`src/rtl/sha256_msg_padder.sv`:
```
// Byte-stream front end for the SHA-256 core: buffers message bytes, applies
// the 0x80 / zero / bit-length padding and emits 512-bit blocks with first/last flags.
module sha256_msg_padder #(
    parameter int LEN_W = 64
) (
    input  logic         clk,
    input  logic         reset,
    input  logic [7:0]   in_data,
    input  logic         in_valid,
    input  logic         in_last,
    output logic         in_ready,
    output logic [0:511] blk_data,
    output logic         blk_valid,
    input  logic         blk_ready,
    output logic         blk_first,
    output logic         blk_last
);

    // state | meaning
    // FILL  | accepting message bytes into the buffer
    // PAD   | one cycle: place 0x80 and, if it fits, the bit length
    // PAD2  | one cycle: build the extra length-only block
    // OUT   | presenting a block, waiting for blk_ready
    typedef enum logic [1:0] {FILL, PAD, PAD2, OUT} state_t;

    state_t             state;
    logic [6:0]         idx;
    logic [LEN_W-4:0]   count;
    logic [0:511]       buffer;
    logic               first_pending;
    logic               pad2_pending;
    logic               pad_placed;
    logic [63:0]        len_field;
    logic [8:0]         byte_pos;

    always_comb begin
        len_field = '0;
        len_field[LEN_W-1:0] = {count, 3'b000};
    end

    assign byte_pos = {idx[5:0], 3'b000};
    assign in_ready = (state == FILL) && !reset;
    assign blk_data = buffer;

    always_ff @(posedge clk) begin
        if (reset) begin
            state         <= FILL;
            idx           <= '0;
            count         <= '0;
            buffer        <= '0;
            first_pending <= 1'b1;
            pad2_pending  <= 1'b0;
            pad_placed    <= 1'b0;
            blk_valid     <= 1'b0;
            blk_first     <= 1'b0;
            blk_last      <= 1'b0;
        end else begin
            case (state)
                FILL: begin
                    if (in_valid) begin
                        buffer[byte_pos +: 8] <= in_data;
                        idx   <= idx + 7'd1;
                        count <= count + 1'b1;
                        if (in_last) begin
                            state <= PAD;
                        end else if (idx == 7'd63) begin
                            idx       <= '0;
                            state     <= OUT;
                            blk_valid <= 1'b1;
                            blk_first <= first_pending;
                            blk_last  <= 1'b0;
                        end
                    end
                end
                PAD: begin
                    // bytes past idx are already zero: the buffer is cleared on every block exit
                    state     <= OUT;
                    blk_valid <= 1'b1;
                    blk_first <= first_pending;
                    if (idx == 7'd64) begin
                        pad2_pending <= 1'b1;
                        pad_placed   <= 1'b0;
                        blk_last     <= 1'b0;
                    end else begin
                        buffer[byte_pos +: 8] <= 8'h80;
                        if (idx <= 7'd55) begin
                            buffer[448 +: 64] <= len_field;
                            blk_last          <= 1'b1;
                        end else begin
                            pad2_pending <= 1'b1;
                            pad_placed   <= 1'b1;
                            blk_last     <= 1'b0;
                        end
                    end
                end
                PAD2: begin
                    buffer       <= {(pad_placed ? 8'h00 : 8'h80), 440'h0, len_field};
                    pad2_pending <= 1'b0;
                    state        <= OUT;
                    blk_valid    <= 1'b1;
                    blk_first    <= first_pending;
                    blk_last     <= 1'b1;
                end
                OUT: begin
                    if (blk_ready) begin
                        blk_valid     <= 1'b0;
                        blk_first     <= 1'b0;
                        blk_last      <= 1'b0;
                        first_pending <= 1'b0;
                        if (blk_last) begin
                            count         <= '0;
                            first_pending <= 1'b1;
                        end
                        if (pad2_pending) begin
                            state <= PAD2;
                        end else begin
                            buffer <= '0;
                            idx    <= '0;
                            state  <= FILL;
                        end
                    end
                end
                default: state <= FILL;
            endcase
        end
    end

endmodule

```
`config.mk`:
```
export PLATFORM = sky130hd
export DESIGN_NAME = sha256_msg_padder
export DESIGN_NICKNAME = d
export VERILOG_FILES = /design/src/rtl/sha256_msg_padder.sv
export SDC_FILE = /design/constraint.sdc
export NUM_CORES = 1
export LEC_CHECK = 0
export CORE_ASPECT_RATIO = 0.7
export CORE_UTILIZATION = 45
export DETAILED_ROUTE_END_ITERATION = 7
export MAX_ROUTING_LAYER = met4
export PLACE_DENSITY = 0.75
export SLEW_MARGIN = 15
export SYNTH_ARGS = -nofsm -noshare
export SYNTH_HDL_FRONTEND = slang
export SYNTH_SLANG_ARGS = --single-unit
```
`constraint.sdc`:
```
create_clock -name clk -period 2.6 [get_ports clk]
set_input_delay 0.26 -clock clk [delete_from_list [all_inputs] [get_ports clk]]
set_output_delay 0.26 -clock clk [all_outputs]
set_load 0.05 [all_outputs]
```
==> flow_metrics.py, run 1 <==
metrics = {
    "job": {
        "max_cap_viol_count": 0,
    },
    "synthesis": {
        "async_flop_share": 0,
        "synthesis.area_um2": 24500,
        "synth_enable_flop_cells": 0,
        "synth_seq_cells": 588,
        "synth_cell_types": 90,
        "synth.avg_cell_area_um2": 9.11,
        "ys_seq_area_frac": 0.481,
        "synthesis.nets": 2712,
        "syn_inst": 2687,
        "ys.flop_type": "dfxtp_1",
        "yosysWarnings": 0,
    },
    "finish": {
        "fillers": 4355,
        "syn_to_final_growth_pct": 39.0,
        "regArea_um2": 11800,
        "fin_nets": 3311,
        "drive_gt1_frac": 0.131,
        "multiInputGateArea_um2": 12000,
        "final_cell_count_no_fill": 4067,
    },
    "worst_hold_path": {
        "hp-start": "reset",
        "worstHoldPathCells": 4,
        "hold_path.class": "primary input to flip-flop",
    },
    "sta": {
        "slew_viol_final": 0,
        "post-route-min-period_ns": 2.59,
        "fin_ws_ns": 0.0138,
        "worst_hold_slack_ns": 0.184,
        "finalCritPeriodShare": 0.995,
        "finalHoldViolations": 0,
        "setup_viol": 0,
        "relSlewSlack": 0.201,
        "rsz0062_at_grt": "true",
        "fin_skew_ns": 0.0195,
        "fin_tns_setup_ns": 0,
        "max_freq_mhz": 387,
        "worst_slew_pin_slew_ns": 1.20,
    },
    "setup_path": {
        "crit_buf_inv": 2,
        "crit_required_ns": 3.12,
        "max_stage_delay_ns": 0.53,
        "cpMaxStageDelayCell": "or3_1",
        "crit_type": "flip-flop to flip-flop",
        "cp_top_family": "simple AND/OR/NAND/NOR gates",
        "arrival_ns": 3.11,
        "regToRegStartpoint": "idx[3]",
        "start_kind": "flip-flop",
        "r2r_cells": 7,
        "reg2reg_slack_ns": 0.01,
        "crit_fanout": 19,
        "crit_path_end_kind": "flip-flop",
        "crit_chain": "or3_1 > nor3_4 > buf_4 > nor2_4 > buf_12 > and4_1 > a32o_1",
    },
    "floorplanning": {
        "rows": 71,
        "die_y_um": 197,
        "io_pins": 529,
        "die_w_um": 281,
        "core-area_um2": 53700,
        "start_util": 0.455,
        "dieArea_um2": 55300,
    },
    "pwr": {
        "swShare": 0.406,
        "clockPowerShare": 0.293,
        "p_leak_nw": 11.7,
        "pwr-share-seq": 0.324,
        "pwr-share-comb": 0.383,
        "total_power_mw": 30.5,
        "p_sw_mw": 12.4,
        "ir_drop_mv": 0.606,
        "p_int_mw": 18.1,
        "power_density_nw_per_um2": 897,
    },
    "outcome": {
        "outcome": "complete, no violations",
    },
    "grt": {
        "grt_pass1_wl_mm": 155,
        "track_usage": 0.379,
        "antenna_found_initial": 3,
        "grt_pass1_vias": 24120,
        "overflow": 0,
        "grt_max_degree": 111,
    },
    "cts": {
        "clk_pin_slew_ns": 0.07,
        "cts_buffers": 56,
        "ctsHoldBuffers": 0,
        "h-tree-depth": 2,
        "clk_latency_ns": 0.64,
        "cts_sinks": 588,
        "clockRootBuffer": "clkbuf_16",
        "clock_path_buffers": 3,
        "cts_tree": "yes",
    },
    "routing": {
        "ant_nets": 0,
        "drc_errors": 0,
        "avgViaCountPerCell": 6.35,
        "routed_wirelength_mm": 106,
        "drt-initial-drc-count": 3029,
        "first_pass_iters": 6,
        "wl_per_cell_um": 26.2,
        "num_vias": 25819,
    },
    "place": {
        "portBuffers": 528,
        "dp.cells": 3957,
        "gp_congestion": 0.995,
        "dp_hpwl_mm": 78.0,
        "dpl_worst_slack_ns": -0.430,
    },
}
==> tightest hold or removal path, delay by kind of cell <==
family	cells	cell delay (ns)
buffers and inverters	2	0.21
AND/OR/NAND/NOR	1	0.18
AO/OA/AOI/OAI	1	0.12
==> per-layer routing <==
metal	share of wire	routed length, um	vias to the layer above	track usage
met5	0	0	-	-
met4	0.035	3700	0	0.130
met3	0.11	12000	243	0.101
met2	0.43	46200	1552	0.555
met1	0.42	44600	12659	0.503
li1	-	-	11365	-
==> final cells by class <==
| cell class | count | area share |
|---|---|---|
| Tap cell | 730 | 0.0268 |
| Clock buffer | 75 | 0.0471 |
| Antenna cell | 4 | 0.000294 |
| Timing Repair Buffer | 757 | 0.213 |
| Sequential cell | 588 | 0.346 |
| Multi-Input combinational cell | 1853 | 0.351 |
| Clock inverter | 30 | 0.0118 |
| Inverter | 30 | 0.00338 |
==> Yosys cell counts (all sizes together) (38+ instances only) <==
| master | n | area (um^2) |
|---|---|---|
| buf | 60 | 297 |
| nor2 | 301 | 1130 |
| a32oi | 65 | 569 |
| o21ai | 72 | 360 |
| clkbuf | 156 | 587 |
| a21oi | 232 | 1180 |
| o31ai | 38 | 285 |
| nor3 | 80 | 417 |
| a22o | 73 | 639 |
| o2bb2ai | 97 | 850 |
| nand3 | 92 | 470 |
| nand2 | 178 | 668 |
| a22oi | 116 | 871 |
| dfxtp | 588 | 11800 |
==> power by group through the flow <==
stage,logic (mW),clock network (mW),registers [mW]
after floorplan,5.33,0,11.2
after global placement,10.9,0,10.0
after detailed placement,11.1,0,10.1
after CTS,11.2,8.98,9.86
after global routing,12.2,9.35,9.91
final,11.7,8.95,9.89
==> kinds of logic after synthesis <==
logic type      count (synthesis)  synth area share
compound gates                921             0.277
xor+xnor                       22           0.00787
fa+ha+maj                      12           0.00614
buf+inv                       246            0.0407
flops                         588             0.481
mux                            18           0.00777
simple gates                  880             0.179
==> stage by stage <==
stage | util | instance area (um^2)
after floorplan | - | 24500
after global placement | 0.591 | 31800
after detailed placement | 0.591 | 31800
after CTS | 0.630 | 33800
after global routing | 0.633 | 34000
final | 0.633 | 34000
==> layout by cell type (no fill, tap or decap), types with 34 or more instances in the layout <==
cell,count
a22o_1,73
nand2_1,178
nor3_1,60
a32oi_1,65
dfxtp_1,586
a22oi_1,116
buf_4,208
o2bb2ai_1,97
o21ai_0,72
o31ai_1,38
nor2_1,297
nand4_1,34
clkdlybuf4s50_1,526
nand3_1,89
a21oi_1,228
clkbuf_16,56
==> worst max-delay path by stage <==
| stage | startpoint | end | slack [ns] | cells after the start |
|---|---|---|---|---|
| global placement | in_valid | flip-flop | -0.37 | 6 |
| floorplan | idx[1] | flip-flop | 0.07 | 12 |
| finish | idx[3] | flip-flop | 0.01 | 7 |
| detailed placement | in_valid | flip-flop | -0.43 | 6 |
| CTS | state[0] | in_ready | 0.006 | 7 |
| global route | idx[3] | flip-flop | -0.11 | 6 |
==> what timing repair did <==
| item | CTS | global route |
|---|---|---|
| pin swaps | 0 | 3 |
| resized for setup | 13 | 33 |
| endpoints found under the setup margin | 61 | 177 |
| setup buffers | 0 | 1 |
Power figures use the tool's default switching activity.
==> run 2: changes to the inputs <==
--- a/config.mk
+++ b/config.mk
@@ -5,6 +5,7 @@
 export SDC_FILE = /design/constraint.sdc
 export NUM_CORES = 1
 export LEC_CHECK = 0
+export CAP_MARGIN = 20
 export CORE_ASPECT_RATIO = 0.7
 export CORE_UTILIZATION = 45
 export DETAILED_ROUTE_END_ITERATION = 7
==> run 2 against run 1 <==
Sequential power about the same. Count of clock-buffer cells in the layout unchanged. Largest cell class unchanged. Via count about the same. Cell area about the same. Largest power group unchanged. Register-to-register slack about the same. First-iteration DRC count increased by 0.86%. Non-clock buffer count increased by 1. Combinational power about the same. Critical path depth unchanged.
==> flow_metrics.py, run 2 (synthesized netlist as in run 1, its figures left out) <==
metrics = {
    "outcome": {
        "outcome": "complete, no violations",
    },
    "routing": {
        "wl_per_cell_um": 26.2,
        "first_pass_iters": 6,
        "routed_wirelength_mm": 107,
        "num_vias": 25811,
        "wl_met2_mm": 46.3,
        "ant_nets": 0,
        "wl_met1_mm": 44.1,
        "drt-initial-drc-count": 3055,
        "dr_wl_met3_mm": 12.3,
        "avgViaCountPerCell": 6.35,
        "topRoutingLayerUsed": "met4",
        "drc_errors": 0,
    },
    "setup_path": {
        "crit_chain": "or3_1 > nor3_4 > buf_4 > nor2_4 > buf_12 > and4_1 > a32o_1",
        "crit_path_end_kind": "flip-flop",
        "crit_buf_inv": 2,
        "max_stage_delay_ns": 0.53,
        "crit_required_ns": 3.12,
        "cpMaxStageDelayCell": "or3_1",
        "arrival_ns": 3.12,
        "crit_fanout": 19,
        "cp_top_family": "simple AND/OR/NAND/NOR gates",
        "crit_type": "flip-flop to flip-flop",
        "start_kind": "flip-flop",
    },
    "grt": {
        "grt_pass1_wl_mm": 155,
        "grt_max_degree": 111,
        "track_usage": 0.379,
        "grt_pass1_vias": 24120,
        "antenna_found_initial": 3,
        "overflow": 0,
    },
    "sta": {
        "rsz0062_at_grt": "true",
        "setup_viol": 0,
        "max_freq_mhz": 385,
        "relSlewSlack": 0.323,
        "worst_slew_pin_slew_ns": 1.02,
        "finalCritPeriodShare": 1.00,
        "slew_viol_final": 0,
        "fin_skew_ns": 0.0196,
        "post-route-min-period_ns": 2.60,
        "finalHoldViolations": 0,
        "fin_tns_setup_ns": 0,
    },
    "floorplanning": {
        "start_util": 0.455,
        "dieArea_um2": 55300,
        "io_pins": 529,
        "die_y_um": 197,
        "die_w_um": 281,
        "core-area_um2": 53700,
        "rows": 71,
    },
    "finish": {
        "fin_area_um2": 34000,
        "regArea_um2": 11800,
        "syn_to_final_growth_pct": 39.1,
        "fin_util": 0.633,
        "final_cell_mix": "dfxtp_1, clkdlybuf4s50_1, nor2_1, a21oi_1, buf_4",
        "fillers": 4347,
        "multiInputGateArea_um2": 12000,
        "final_common_cell": "dfxtp_1",
        "fin_nets": 3312,
        "drive_gt1_frac": 0.132,
    },
    "cts": {
        "clockRootBuffer": "clkbuf_16",
        "clk_latency_ns": 0.64,
        "cts_tree": "yes",
        "clock_path_buffers": 3,
        "cts_buffers": 56,
        "clk_pin_slew_ns": 0.07,
        "cts_sinks": 588,
        "h-tree-depth": 2,
        "ctsHoldBuffers": 0,
    },
    "place": {
        "place_area_um2": 31800,
        "gp_congestion": 0.995,
        "portBuffers": 528,
        "dp_hpwl_mm": 78.0,
    },
    "pwr": {
        "power_density_nw_per_um2": 897,
        "p_leak_nw": 11.7,
        "ir_drop_mv": 0.612,
    },
    "worst_hold_path": {
        "hold_path.class": "primary input to flip-flop",
    },
    "job": {
        "max_cap_viol_count": 0,
    },
}
-- run 2: cell types whose count changed in the layout (fill, tap and decap cells not counted) --
cell / before / now
buf_16: 0 / 1
diode_2: 4 / 2
-- run 2: per-stage QoR --
stage	worst slack [ns]	hold slack (ns)	cells	power [mW]
floorplan	0.0714	0.436	2687	16.6
global placement	-0.368	0.447	3957	21.0
detailed placement	-0.430	0.446	3957	21.2
CTS	0.00561	0.105	4062	30.0
global route	-0.0999	0.183	4066	31.5
finish	0.000723	0.181	4066	30.5
-- run 2: worst paths after layout --
check	depth (start not counted)	from	slack (ns)	to
worst min-delay path	4	reset	0.18	flip-flop
worst min register to register	1	flip-flop	0.46	flip-flop
worst max-delay path	7	idx[3]	0.0007	flip-flop
worst max register to register	7	idx[3]	0.0007	flip-flop
-- run 2: repair_timing --
action	in CTS	in global routing
pin swaps	0	3
gates resized for setup	13	33
endpoints found under the setup margin	61	173
buffers inserted	0	1
gates cloned	0	0
endpoints found under the hold margin	0	0
-- run 2: power by group --
part	leakage [nW]	internal (mW)	total [mW]	switching, mW
logic	5.95	3.55	11.7	8.15
registers	4.74	9.44	9.89	0.447
clock network	0.997	5.15	8.96	3.81
-- run 2: worst reg2reg max path, stage by stage (launching register included) --
cell	delay, ns
dfxtp_1	0.37
or3_1	0.53
nor3_4	0.51
buf_4	0.26
nor2_4	0.06
buf_12	0.16
and4_1	0.28
a32o_1	0.33
-- run 2: final cells by class --
| class | instances | share of cell area |
|---|---|---|
| Multi-Input combinational cell | 1853 | 0.351 |
| Sequential cell | 588 | 0.346 |
| Clock inverter | 30 | 0.0118 |
| Timing Repair Buffer | 758 | 0.214 |
| Clock buffer | 75 | 0.0471 |
| Inverter | 30 | 0.00338 |
| Antenna cell | 2 | 0.000147 |
| Tap cell | 730 | 0.0268 |
-- run 2: metal layers --
| layer | vias to the layer above | GRT usage |
|---|---|---|
| met5 | - | - |
| met4 | 0 | 0.130 |
| met3 | 246 | 0.101 |
| met2 | 1570 | 0.555 |
| met1 | 12633 | 0.503 |
| li1 | 11362 | - |
